<file path="src/rtl/hamming_count16_if.sv">
// Handshake/data bundle between the XOR stage driver and hamming_count16.
// The parity signal exists only when HC_PARITY_OUT_EN is defined.
interface hamming_count16_if;
   logic        start;
   logic [15:0] din;
   logic        ready;
   logic        busy;
   logic        done;
   logic [4:0]  count;
`ifdef HC_PARITY_OUT_EN
   logic        parity;
`endif

   modport master (
      output start,
      output din,
      input  ready,
      input  busy,
      input  done,
      input  count
`ifdef HC_PARITY_OUT_EN
      , input parity
`endif
   );

   modport slave (
      input  start,
      input  din,
      output ready,
      output busy,
      output done,
      output count
`ifdef HC_PARITY_OUT_EN
      , output parity
`endif
   );
endinterface

</file>
<file path="src/rtl/hamming_count16.sv">
// Bit-serial Hamming-weight counter: captures a 16-bit XOR result and counts its set bits
// one per clock. Optional registered parity output when HC_PARITY_OUT_EN is defined.
module hamming_count16 (
   input  logic               clk,
   input  logic               rst,
   hamming_count16_if.slave   bus
);

   typedef enum logic [1:0] {
      IDLE  = 2'd0,
      SHIFT = 2'd1,
      DONE  = 2'd2
   } state_t;

   state_t      state_q;
   state_t      state_d;
   logic [15:0] sr;
   logic [3:0]  idx;
   logic [4:0]  acc;
   logic        load;
   logic        shift_en;

   always_ff @(posedge clk) begin
      if (rst) begin
         state_q <= IDLE;
      end else begin
         state_q <= state_d;
      end
   end

   // DONE accepts a new start directly so back-to-back runs lose no cycle.
   always_comb begin
      state_d  = state_q;
      load     = 1'b0;
      shift_en = 1'b0;
      case (state_q)
         IDLE: begin
            if (bus.start) begin
               load    = 1'b1;
               state_d = SHIFT;
            end
         end
         SHIFT: begin
            shift_en = 1'b1;
            if (idx == 4'd15) begin
               state_d = DONE;
            end
         end
         DONE: begin
            if (bus.start) begin
               load    = 1'b1;
               state_d = SHIFT;
            end else begin
               state_d = IDLE;
            end
         end
         default: begin
            state_d = IDLE;
         end
      endcase
   end

   // Always 16 shifts, even once sr has drained, so latency is data independent.
   always_ff @(posedge clk) begin
      if (rst) begin
         sr  <= 16'd0;
         idx <= 4'd0;
         acc <= 5'd0;
      end else if (load) begin
         sr  <= bus.din;
         idx <= 4'd0;
         acc <= 5'd0;
      end else if (shift_en) begin
         sr  <= {1'b0, sr[15:1]};
         idx <= idx + 4'd1;
         acc <= acc + {4'd0, sr[0]};
      end
   end

   assign bus.ready = (state_q == IDLE) || (state_q == DONE);
   assign bus.busy  = (state_q == SHIFT);
   assign bus.done  = (state_q == DONE);
   assign bus.count = acc;

`ifdef HC_PARITY_OUT_EN
   assign bus.parity = acc[0];
`endif

endmodule

</file>
<file path="src/flat_wrapper.sv">
// flat-port wrapper written by rule: the top's interface ports become plain ports
module hamming_count16_flat 
  (clk, rst, bus_start, bus_din, bus_ready, bus_busy, bus_done, bus_count);
  hamming_count16_if bus_i ();
  input  logic clk;
  input  logic rst;
  input wire logic [$bits(bus_i.start)-1:0] bus_start;
  input wire logic [$bits(bus_i.din)-1:0] bus_din;
  output wire logic [$bits(bus_i.ready)-1:0] bus_ready;
  output wire logic [$bits(bus_i.busy)-1:0] bus_busy;
  output wire logic [$bits(bus_i.done)-1:0] bus_done;
  output wire logic [$bits(bus_i.count)-1:0] bus_count;
  assign bus_i.start = bus_start;
  assign bus_i.din = bus_din;
  assign bus_ready = bus_i.ready;
  assign bus_busy = bus_i.busy;
  assign bus_done = bus_i.done;
  assign bus_count = bus_i.count;
  hamming_count16 u_core (.clk(clk), .rst(rst), .bus(bus_i));
endmodule
</file>
<file path="config.mk">
export PLATFORM = sky130hd
export DESIGN_NAME = hamming_count16_flat
export DESIGN_NICKNAME = d
export VERILOG_FILES = /design/src/rtl/hamming_count16_if.sv /design/src/rtl/hamming_count16.sv /design/src/flat_wrapper.sv
export SDC_FILE = /design/constraint.sdc
export NUM_CORES = 1
export LEC_CHECK = 0
export ABC_CLOCK_PERIOD_IN_PS = 1500
export CORE_MARGIN = 1.5
export CORE_UTILIZATION = 48
export DETAILED_ROUTE_END_ITERATION = 10
export PLACE_DENSITY_LB_ADDON = 0.08
export SETUP_SLACK_MARGIN = 0.05
export SYNTH_ARGS = -nofsm -noshare
export SYNTH_HDL_FRONTEND = slang
export SYNTH_SLANG_ARGS = --single-unit
</file>
<file path="constraint.sdc">
create_clock -name clk -period 1.5 [get_ports clk]
set_input_delay 0.375 -clock clk [delete_from_list [all_inputs] [get_ports clk]]
set_output_delay 0.375 -clock clk [all_outputs]
set_load 0.05 [all_outputs]
</file>
==> results of run 1 <==
[final cells by class]
type                            instances  share of cell area
Sequential cell                        27               0.340
Multi-Input combinational cell         96               0.336
Timing Repair Buffer                   40               0.277
Tap cell                               28              0.0218
Clock buffer                            4              0.0163
Inverter                                3              0.0101
[what timing repair did]
| item | 4_1_cts | 5_1_grt |
|---|---|---|
| resized for setup | 7 | 0 |
| buffers inserted | 1 | 2 |
| pin swaps | 0 | 0 |
| endpoints found under the setup margin | 3 | 1 |
[stage by stage]
step	instances	setup TNS [ns]	instance area, um^2	worst slack [ns]	total power [mW]
global route	198	0	1610	0.0518	1.45
finish	198	0	1610	0.0989	1.37
CTS	196	0	1600	0.0751	1.38
detailed placement	191	-0.604	1540	-0.0981	1.07
global placement	191	-0.415	1540	-0.0672	1.07
floorplan	134	0	1140	0.0731	0.955
[routing by layer]
layer,GRT usage,vias to the layer above,part of all wire
met1,0.292,504,0.46
li1,-,549,-
met2,0.344,31,0.48
met3,0.0259,2,0.048
met4,0.0526,0,0.0066
met5,0,-,0
[sequential cells by signal, summed over array words and instances (netlist names)]
register	count
u_core.sr	16
u_core.bus.count	5
u_core.idx	4
u_core.state_q	2
[synthesized netlist by cell type, drive strengths merged]
cell type	count	area, um^2
a21oi	8	40.0
a22oi	2	15.0
a31oi	7	43.8
buf	6	43.8
clkbuf	2	7.51
dfxtp	27	541
ha	3	37.5
inv	3	11.3
mux2i	2	20.0
nand2	22	82.6
nand2b	2	17.5
nand3	6	30.0
nand3b	2	15.0
nand4	1	6.26
nor2	4	15.0
nor2b	2	12.5
nor3	14	70.1
o21ai	9	45.0
o22ai	6	37.5
or3	3	18.8
xnor2	1	8.76
xor2	2	17.5
[worst min-delay path, delay by kind of cell (launching register included)]
kind | cells | cell delay, ns
and+or+nand+nor | 2 | 0.10
DFF | 1 | 0.35
[placed cells by master, fill, tap and decap left out, drive strengths merged]
master         synthesis  final
clkdlybuf4s50          0     18
nand2                 22     22
o21ai                  9      9
a31oi                  7      7
dfxtp                 27     27
mux2i                  2      2
a21oi                  8      8
nor2b                  2      2
nor3                  14     14
xor2                   2      2
nand3                  6      6
a22oi                  2      2
buf                    6     22
nand4                  1      1
or3                    3      3
nand3b                 2      2
xnor2                  1      1
clkbuf                 2      4
o22ai                  6      6
ha                     3      3
nor2                   4      4
nand2b                 2      2
inv                    3      3
[path summary, 6_finish.rpt]
check / cells after the start / slack, ns / end
hold reg to reg: 2 / 0.47 / u_core.state_q[1]
setup / recovery: 3 / 0.1 / bus_busy
setup reg to reg: 4 / 0.27 / u_core.bus.count[3]
hold / removal: 2 / 0.47 / u_core.state_q[1]
[kinds of logic (layout without fill, tap and decap cells)]
logic type                 count (synthesis)  count (layout)  synth area share
muxes                                      2               2            0.0176
adders and majority gates                  3               3            0.0330
buffers and inverters                     11              47            0.0551
AOI/OAI and AO/OA                         32              32             0.160
and+or+nand+nor                           56              56             0.236
xor gates and xnor gates                   3               3            0.0231
DFF                                       27              27             0.476
[power by group]
| part | leakage (nW) | internal [mW] | total [mW] | switching [mW] |
|---|---|---|---|---|
| Clock | 0.0150 | 0.104 | 0.300 | 0.196 |
| Sequential | 0.223 | 0.762 | 0.791 | 0.0288 |
| Combinational | 0.374 | 0.148 | 0.283 | 0.135 |
==> results.md, run 1 <==
• sky130_fd_sc_hd__dfxtp_2 — library cell contributing the largest single delay on the critical path
• 27 — number of primary I/O pins
• 0.31 ns — insertion delay of the later-clocked pin in the worst-skew pair
• 0.13 ns — Clock Pin Slew Worst Setup and Hold Paths
• 0.467 ns — hold slack final
• nand2b_4 > inv_6 > buf_12 — critical path, cell by cell
• 0 — DRC violation count after routing
• 156 — nets in the synthesized netlist
• 0 — Post-DRT Antenna Nets
• complete, no violations — result of the run
• u_core.idx[3] — Hold Crit Start
• 17 — placement row count
• 0.00360 ns — clock tree skew after final layout
• u_core.state_q[1] — launch instance of the worst register-to-register path
• u_core.state_q[1] — CP startpoint
• 5.48 — routed via count divided by cell count
• flop to output pin — startpoint-to-endpoint class of the critical path
• 0 — GR Overflow Total
• 0 — Setup-failing EPs final
• 0 — Antenna diodes
• 1140 um^2 — post-synthesis instance area
• 193 — number of nets at the end of the flow
• flip-flops — family of cells with the greatest summed delay on the critical path
• 951 — via count of the first global-routing pass
• 1770 um — post-detail-place hpwl
• 2420 um — final routed wirelength across all metal layers
• 1.40 ns — Final Critical Period
• 2 — critical path buffer and inverter count
• 15 — maximum number of pins on one net before global-route repair
• 134 — Mapped Cells
• output pin — endpoint type of the worst setup path
• 12.2 um — Wirelength per Cell
• 2 — maximum buffer depth of the clock tree
• flop — startpoint kind of the worst setup timing path
• 0.934 — part of the cycle the worst path needs
• 0.677 mV — maximum resistive drop on vdd
• 853 nW/um^2 — Cell Pwr Density
• 0.278 ns — slew at the pin with the worst max-slew slack
• 0.721 — Final Core Density
• 0.36 ns — Critical Path Max Stage Delay
• 0.509 — initial core utilization
• 0.188 — fraction of layout instances using a drive strength above 1
• 4 — number of detailed-route iterations in the first pass
• 4200 um — wire length of the first global-routing pass
• 2670 um^2 — DIE AREA
• 51.7 um — height of the die
• 0 — number of max-cap violations
• 714 MHz — FMAX
• 27 — clock sink total
• 0 — count of hold-fix buffers inserted at cts
• 177 — final-layout fill cell count
• 1086 — routed via count
• 51.7 um — horizontal die dimension
• 0.814 — Slew Limit Headroom
• false — setup repair after global routing missed its margin
• 27 — FF+latch count, synth
• flop to flop — worst hold path class
• 0.612 nW — standby leakage power
• 1.12 ns — required time at the worst-slack endpoint
• 1.03 ns — data arrival at the endpoint of the critical path
• 26 — number of buffers added on ports
• 547 um^2 — Register Area
• 8.48 um^2 — Post-Synthesis Mean Instance Area
• 0.476 — Seq/Total Area, Yosys
• 0 — total count of hold-check failures in the final report
• 0 — Pins Over Slew Limit
• 4 — highest fanout seen on the critical path
• 0 — initial antenna violation count
• 2230 um^2 — placeable core area
• 0 — synth warn
• 3 — CTS Buf Count
• 25 — library cells used by synthesis
• yes — CTS tree
• 1 — count of H-tree levels built during CTS
• 0.209 — GRT Total Usage
• 541 um^2 — multi-input combinational cell area
• 33 — DRC violation total after the first TritonRoute iteration
• 0.798 — Final GP Congestion
• sky130_fd_sc_hd__clkbuf_4 — root buffer cell
• 41.7% — layout-stage area growth over the synthesis result
Power figures use the tool's default switching activity.
==> run 2: changes to the inputs <==
- ABC_CLOCK_PERIOD_IN_PS: 1500 -> 1700
- CTS_CLUSTER_DIAMETER: not set -> 40
- clock period: 1.5 -> 1.7 ns (I/O delays scaled with it)
==> run 2 against run 1 <==
Effect of this change: sequential share of layout area up 1.9 points; cell count down 4.0%; global-route usage down 1.1 points; critical path type unchanged; largest cell class unchanged; wire length up 1.0%; via count down 2.9%; clock-buffer cell count down 1; clock skew down 0.0010 ns; design area down 5.9%; combinational power down 18%; core utilization down 4.3 points; first-iteration DRC count down 64%.
==> results.md, run 2 (synthesis results as in run 1) <==
• complete, no violations — result of the run
• 2 — Resized cells post-CTS
• 0.929 — part of the cycle the worst path needs
• 1.15 ns — data arrival at the endpoint of the critical path
• 185 — final-layout fill cell count
• 2 — maximum buffer depth of the clock tree
• 185 — number of nets at the end of the flow
• u_core.sr — largest register by flop count
• 543 um^2 — Register Area
• 0 — Pins Over Slew Limit
• flop — startpoint kind of the worst setup timing path
• 0.120 ns — setup slack of the critical path after layout
• 0.32 ns — insertion delay of the later-clocked pin in the worst-skew pair
• 1480 um^2 — Placed Instance Area
• 0.571 nW — standby leakage power
• 4 — R2R cell count
• 2440 um — final routed wirelength across all metal layers
• 0 — Post-DRT Antenna Nets
• sky130_fd_sc_hd__clkbuf_4 — root buffer cell
• 2 — hold path depth
• 3 — CTS Buf Count
• 190 — number of cells in the finished layout apart from fillers
• 0.809 — Final GP Congestion
• 1170 um — metal2 WL
• 0 — DRC violation count after routing
• 0 ns — Setup TNS Final
• 0.509 — initial core utilization
• 3940 um — wire length of the first global-routing pass
• 926 — via count of the first global-routing pass
• 0 — number of max-cap violations
• 27 — number of primary I/O pins
• 0.14 ns — Clock Pin Slew Worst Setup and Hold Paths
• 51.7 um — horizontal die dimension
• 0.00255 ns — clock tree skew after final layout
• yes — CTS tree
• 186 — cell total after placement
• 0.198 — GRT Total Usage
• 11 — highest fanout seen on the critical path
• 533 um^2 — multi-input combinational cell area
• 1520 um^2 — final design area excluding fillers
• 0 — total count of hold-check failures in the final report
• 0 — initial antenna violation count
• 101 um — wire length on met3
• sky130_fd_sc_hd__dfxtp_1 (25), sky130_fd_sc_hd__nand2_1 (22), sky130_fd_sc_hd__clkdlybuf4s50_1 (18), sky130_fd_sc_hd__nor3_1 (14), sky130_fd_sc_hd__o21ai_0 (9) — commonest cells after routing, fill and taps aside
• 12 — DRC violation total after the first TritonRoute iteration
• 12.9 um — Wirelength per Cell
• 633 MHz — FMAX
• 1 — count of H-tree levels built during CTS
• 0 — post-CTS setup buffers
• 0.808 — Slew Limit Headroom
• 796 nW/um^2 — Cell Pwr Density
• 51.7 um — height of the die
• -0.00307 ns — pre-CTS WS
• 23 — maximum number of pins on one net before global-route repair
• flop to output pin — startpoint-to-endpoint class of the critical path
• 1720 um — post-detail-place hpwl
• 5.55 — routed via count divided by cell count
• 0.541 mV — maximum resistive drop on vdd
• 4 — number of detailed-route iterations in the first pass
• 27 — clock sink total
• 0.287 ns — slew at the pin with the worst max-slew slack
• output pin — endpoint type of the worst setup path
• 0.142 — fraction of layout instances using a drive strength above 1
• 2670 um^2 — DIE AREA
• sky130_fd_sc_hd__dfxtp_1 — most common library cell in the layout ignoring fill and taps
• 1.58 ns — Final Critical Period
• 0 — count of hold-fix buffers inserted at cts
• 0 — GR Overflow Total
• 26 — number of buffers added on ports
• false — setup repair after global routing missed its margin
• 2230 um^2 — placeable core area
• 0 — Setup-failing EPs final
• 16 — max FFs per register
• 0 — Antenna diodes
• 1.27 ns — required time at the worst-slack endpoint
• met4 — top routing layer used
• 1054 — routed via count
• flop to flop — worst hold path class
• 17 — placement row count
• 1130 um — met1 routed wirelength after detailed routing
• 33.4% — layout-stage area growth over the synthesis result
==> run 2: final timing paths <==
check | start | endpoint | slack, ns
setup reg to reg | u_core.state_q[1] | u_core.idx[3] | 0.36
hold reg to reg | u_core.idx[3] | u_core.state_q[1] | 0.48
hold / removal | u_core.idx[3] | u_core.state_q[1] | 0.48
setup / recovery | u_core.state_q[1] | bus_busy | 0.12
==> run 2: final cells by class <==
cell class,instances,share of cell area
sequential,27,0.358
timing repair buffer,32,0.238
clock buffer,3,0.0149
inverter,3,0.0107
clock inverter,1,0.00330
multi-input combinational,96,0.352
tap,28,0.0231
==> run 2: layer usage <==
metal | up-vias | global-route usage
met5 | - | 0
met4 | 0 | 0.0921
met3 | 4 | 0.0345
met2 | 27 | 0.346
met1 | 491 | 0.234
li1 | 532 | -
==> run 2: metrics by stage <==
step | hold slack, ns | total power, mW | util
6_report | 0.479 | 1.21 | 0.678
5_1_grt | 0.513 | 1.27 | 0.678
4_1_cts | 0.486 | 1.22 | 0.677
3_5_place_dp | 0.464 | 0.941 | 0.663
3_3_place_gp | 0.456 | 0.933 | 0.663
2_1_floorplan | 0.433 | 0.842 | -
==> run 2: report_power, final <==
part,leakage (nW),internal (mW),switching [mW]
clock network,0.0177,0.0883,0.188
logic,0.331,0.115,0.117
registers,0.222,0.673,0.0245
total,0.571,0.877,0.330
==> run 2: worst max-delay path, cell delays in order (launching register included) <==
cell	delay [ns]
sky130_fd_sc_hd__dfxtp_2	0.36
sky130_fd_sc_hd__nand2b_2	0.21
sky130_fd_sc_hd__clkinv_4	0.12
sky130_fd_sc_hd__buf_12	0.14
==> run 3: changes to the inputs <==
- CAP_MARGIN: not set -> 20
- CORE_UTILIZATION: 48 -> 51
==> run 3 against run 2 <==
Effect of this change: worst hold slack worse by 0.0077 ns; design area shrank 0.74%; sequential share of layout area rose by 0.19 points; worst setup slack worse by 0.0055 ns; die area is 5.6% lower; power shrank 1.5%; clock power fell by 5%; combinational power decreased by 2%; first-iteration DRC count is 25% higher; sequential cell count unchanged; clock-buffer cell count is 1 higher; critical path type unchanged; critical endpoint unchanged; largest power group unchanged.
==> results.md, run 3 (synthesis results as in run 1) <==
• sky130_fd_sc_hd__dfxtp_1 (26), sky130_fd_sc_hd__nand2_1 (22), sky130_fd_sc_hd__clkdlybuf4s50_1 (18), sky130_fd_sc_hd__nor3_1 (14), sky130_fd_sc_hd__buf_4 (10) — commonest cells after routing, fill and taps aside
• complete, no violations — result of the run
• 790 nW/um^2 — Cell Pwr Density
• 0.261 — switching portion of total power
• 3 — CTS Buf Count
• 0.220 — clock power share
• 0.490 mV — maximum resistive drop on vdd
• sky130_fd_sc_hd__clkbuf_4 — root buffer cell
• 5.56 — routed via count divided by cell count
• 50.2 um — horizontal die dimension
• 3800 um — wire length of the first global-routing pass
• 2520 um^2 — DIE AREA
• u_core.sr — largest register by flop count
• false — setup repair after global routing missed its margin
• 311 uW — total net switching power
• 27 — clock sink total
• 0.795 — Final GP Congestion
• 16 — max FFs per register
• 16 — placement row count
• 0 — initial antenna violation count
• 0 ns — Setup TNS Final
• 0 — Post-DRT Antenna Nets
• sky130_fd_sc_hd__dfxtp_1 — library cell contributing the largest single delay on the critical path
• 50.2 um — height of the die
• 2420 um — final routed wirelength across all metal layers
• 0.197 — GRT Total Usage
• flop to output pin — startpoint-to-endpoint class of the critical path
• 0 — Pins Over Slew Limit
• 878 uW — cell-internal power
• 911 — via count of the first global-routing pass
• 0 — total count of hold-check failures in the final report
• 4 — number of detailed-route iterations in the first pass
• 0.587 — portion of total power attributed to sequential cells
• 15 — DRC violation total after the first TritonRoute iteration
• 10 — highest fanout seen on the critical path
• 0 — Setup-failing EPs final
• 0.193 — proportion of power drawn by combinational gates
• 631 MHz — FMAX
• 0.0350 ns — pre-CTS WS
• 32.4% — layout-stage area growth over the synthesis result
• flop — startpoint kind of the worst setup timing path
• 0.31 ns — insertion delay of the later-clocked pin in the worst-skew pair
• 0.00318 ns — clock tree skew after final layout
• yes — CTS tree
• sky130_fd_sc_hd__dfxtp_1 — most common library cell in the layout ignoring fill and taps
• 1 — count of H-tree levels built during CTS
• 154 — final-layout fill cell count
• 0.115 ns — setup slack of the critical path after layout
• 1.27 ns — required time at the worst-slack endpoint
• 0 — count of hold-fix buffers inserted at cts
• 0.815 — Slew Limit Headroom
• 0.568 nW — standby leakage power
• 0 — post-CTS setup buffers
• 1.59 ns — Final Critical Period
• 0.135 — fraction of layout instances using a drive strength above 1
• nand2b_2 > inv_4 > buf_12 — critical path, cell by cell
• 26 — number of buffers added on ports
• 0.277 ns — slew at the pin with the worst max-slew slack
• 2 — Resized cells post-CTS
• 0.13 ns — Clock Pin Slew Worst Setup and Hold Paths
• 12.7 um — Wirelength per Cell
• 0 — GR Overflow Total
• 0.933 — part of the cycle the worst path needs
• 0 — Antenna diodes
• 2 — maximum buffer depth of the clock tree
• 1057 — routed via count
• 0 — DRC violation count after routing
• 186 — number of nets at the end of the flow
• 0.562 — initial core utilization
• 2020 um^2 — placeable core area
• 0.35 ns — Critical Path Max Stage Delay
• 23 — maximum number of pins on one net before global-route repair
• 0.35 ns — minimum setup slack among reg-to-reg paths
• 0 — number of max-cap violations
• 27 — number of primary I/O pins
• 1.16 ns — data arrival at the endpoint of the critical path
• 1770 um — post-detail-place hpwl
• flop to flop — worst hold path class
• output pin — endpoint type of the worst setup path
[run 3: critical path: cells and delay by family, from the launching register on]
family / cells / cell delay [ns]
buffers and inverters: 2 / 0.29
DFF: 1 / 0.35
and+or+nand+nor: 1 / 0.20
[run 3: final timing paths]
| path | depth (start not counted) | endpoint | startpoint |
|---|---|---|---|
| worst min-delay path | 2 | u_core.state_q[1] | u_core.idx[3] |
| worst max-delay path | 3 | bus_busy | u_core.state_q[1] |
| worst max register to register | 4 | u_core.bus.count[3] | u_core.state_q[1] |
| worst min register to register | 2 | u_core.state_q[1] | u_core.idx[3] |
[run 3: layer usage]
metal  part of all wire  track usage  up-vias
li1                   -            -      536
met1               0.44        0.229      492
met2               0.52        0.364       27
met3              0.039       0.0268        2
met4             0.0050       0.0694        0
met5                  0            0        -
[run 3: metrics by stage]
step	instance area (um^2)	util	total power [mW]	hold slack, ns	std cells
after floorplan	1140	-	0.842	0.433	134
after global placement	1470	0.729	0.931	0.442	186
after detailed placement	1470	0.729	0.938	0.447	186
after CTS	1500	0.744	1.20	0.468	190
after global routing	1500	0.744	1.25	0.484	190
final	1500	0.744	1.19	0.472	190
[run 3: cell type report]
cell class / instances / area (um^2) / area share
Tap cell: 27 / 33.8 / 0.0225
Sequential cell: 27 / 542 / 0.360
Clock buffer: 4 / 26.3 / 0.0175
Multi-Input combinational cell: 96 / 533 / 0.354
Inverter: 3 / 13.8 / 0.00915
Timing Repair Buffer: 33 / 355 / 0.236
[run 3: power by group through the flow]
stage	clock [mW]	combinational, mW	sequential (mW)
6_report	0.261	0.229	0.697
5_1_grt	0.303	0.248	0.703
4_1_cts	0.276	0.231	0.697
3_5_place_dp	0	0.227	0.710
3_3_place_gp	0	0.222	0.709
2_1_floorplan	0	0.136	0.706
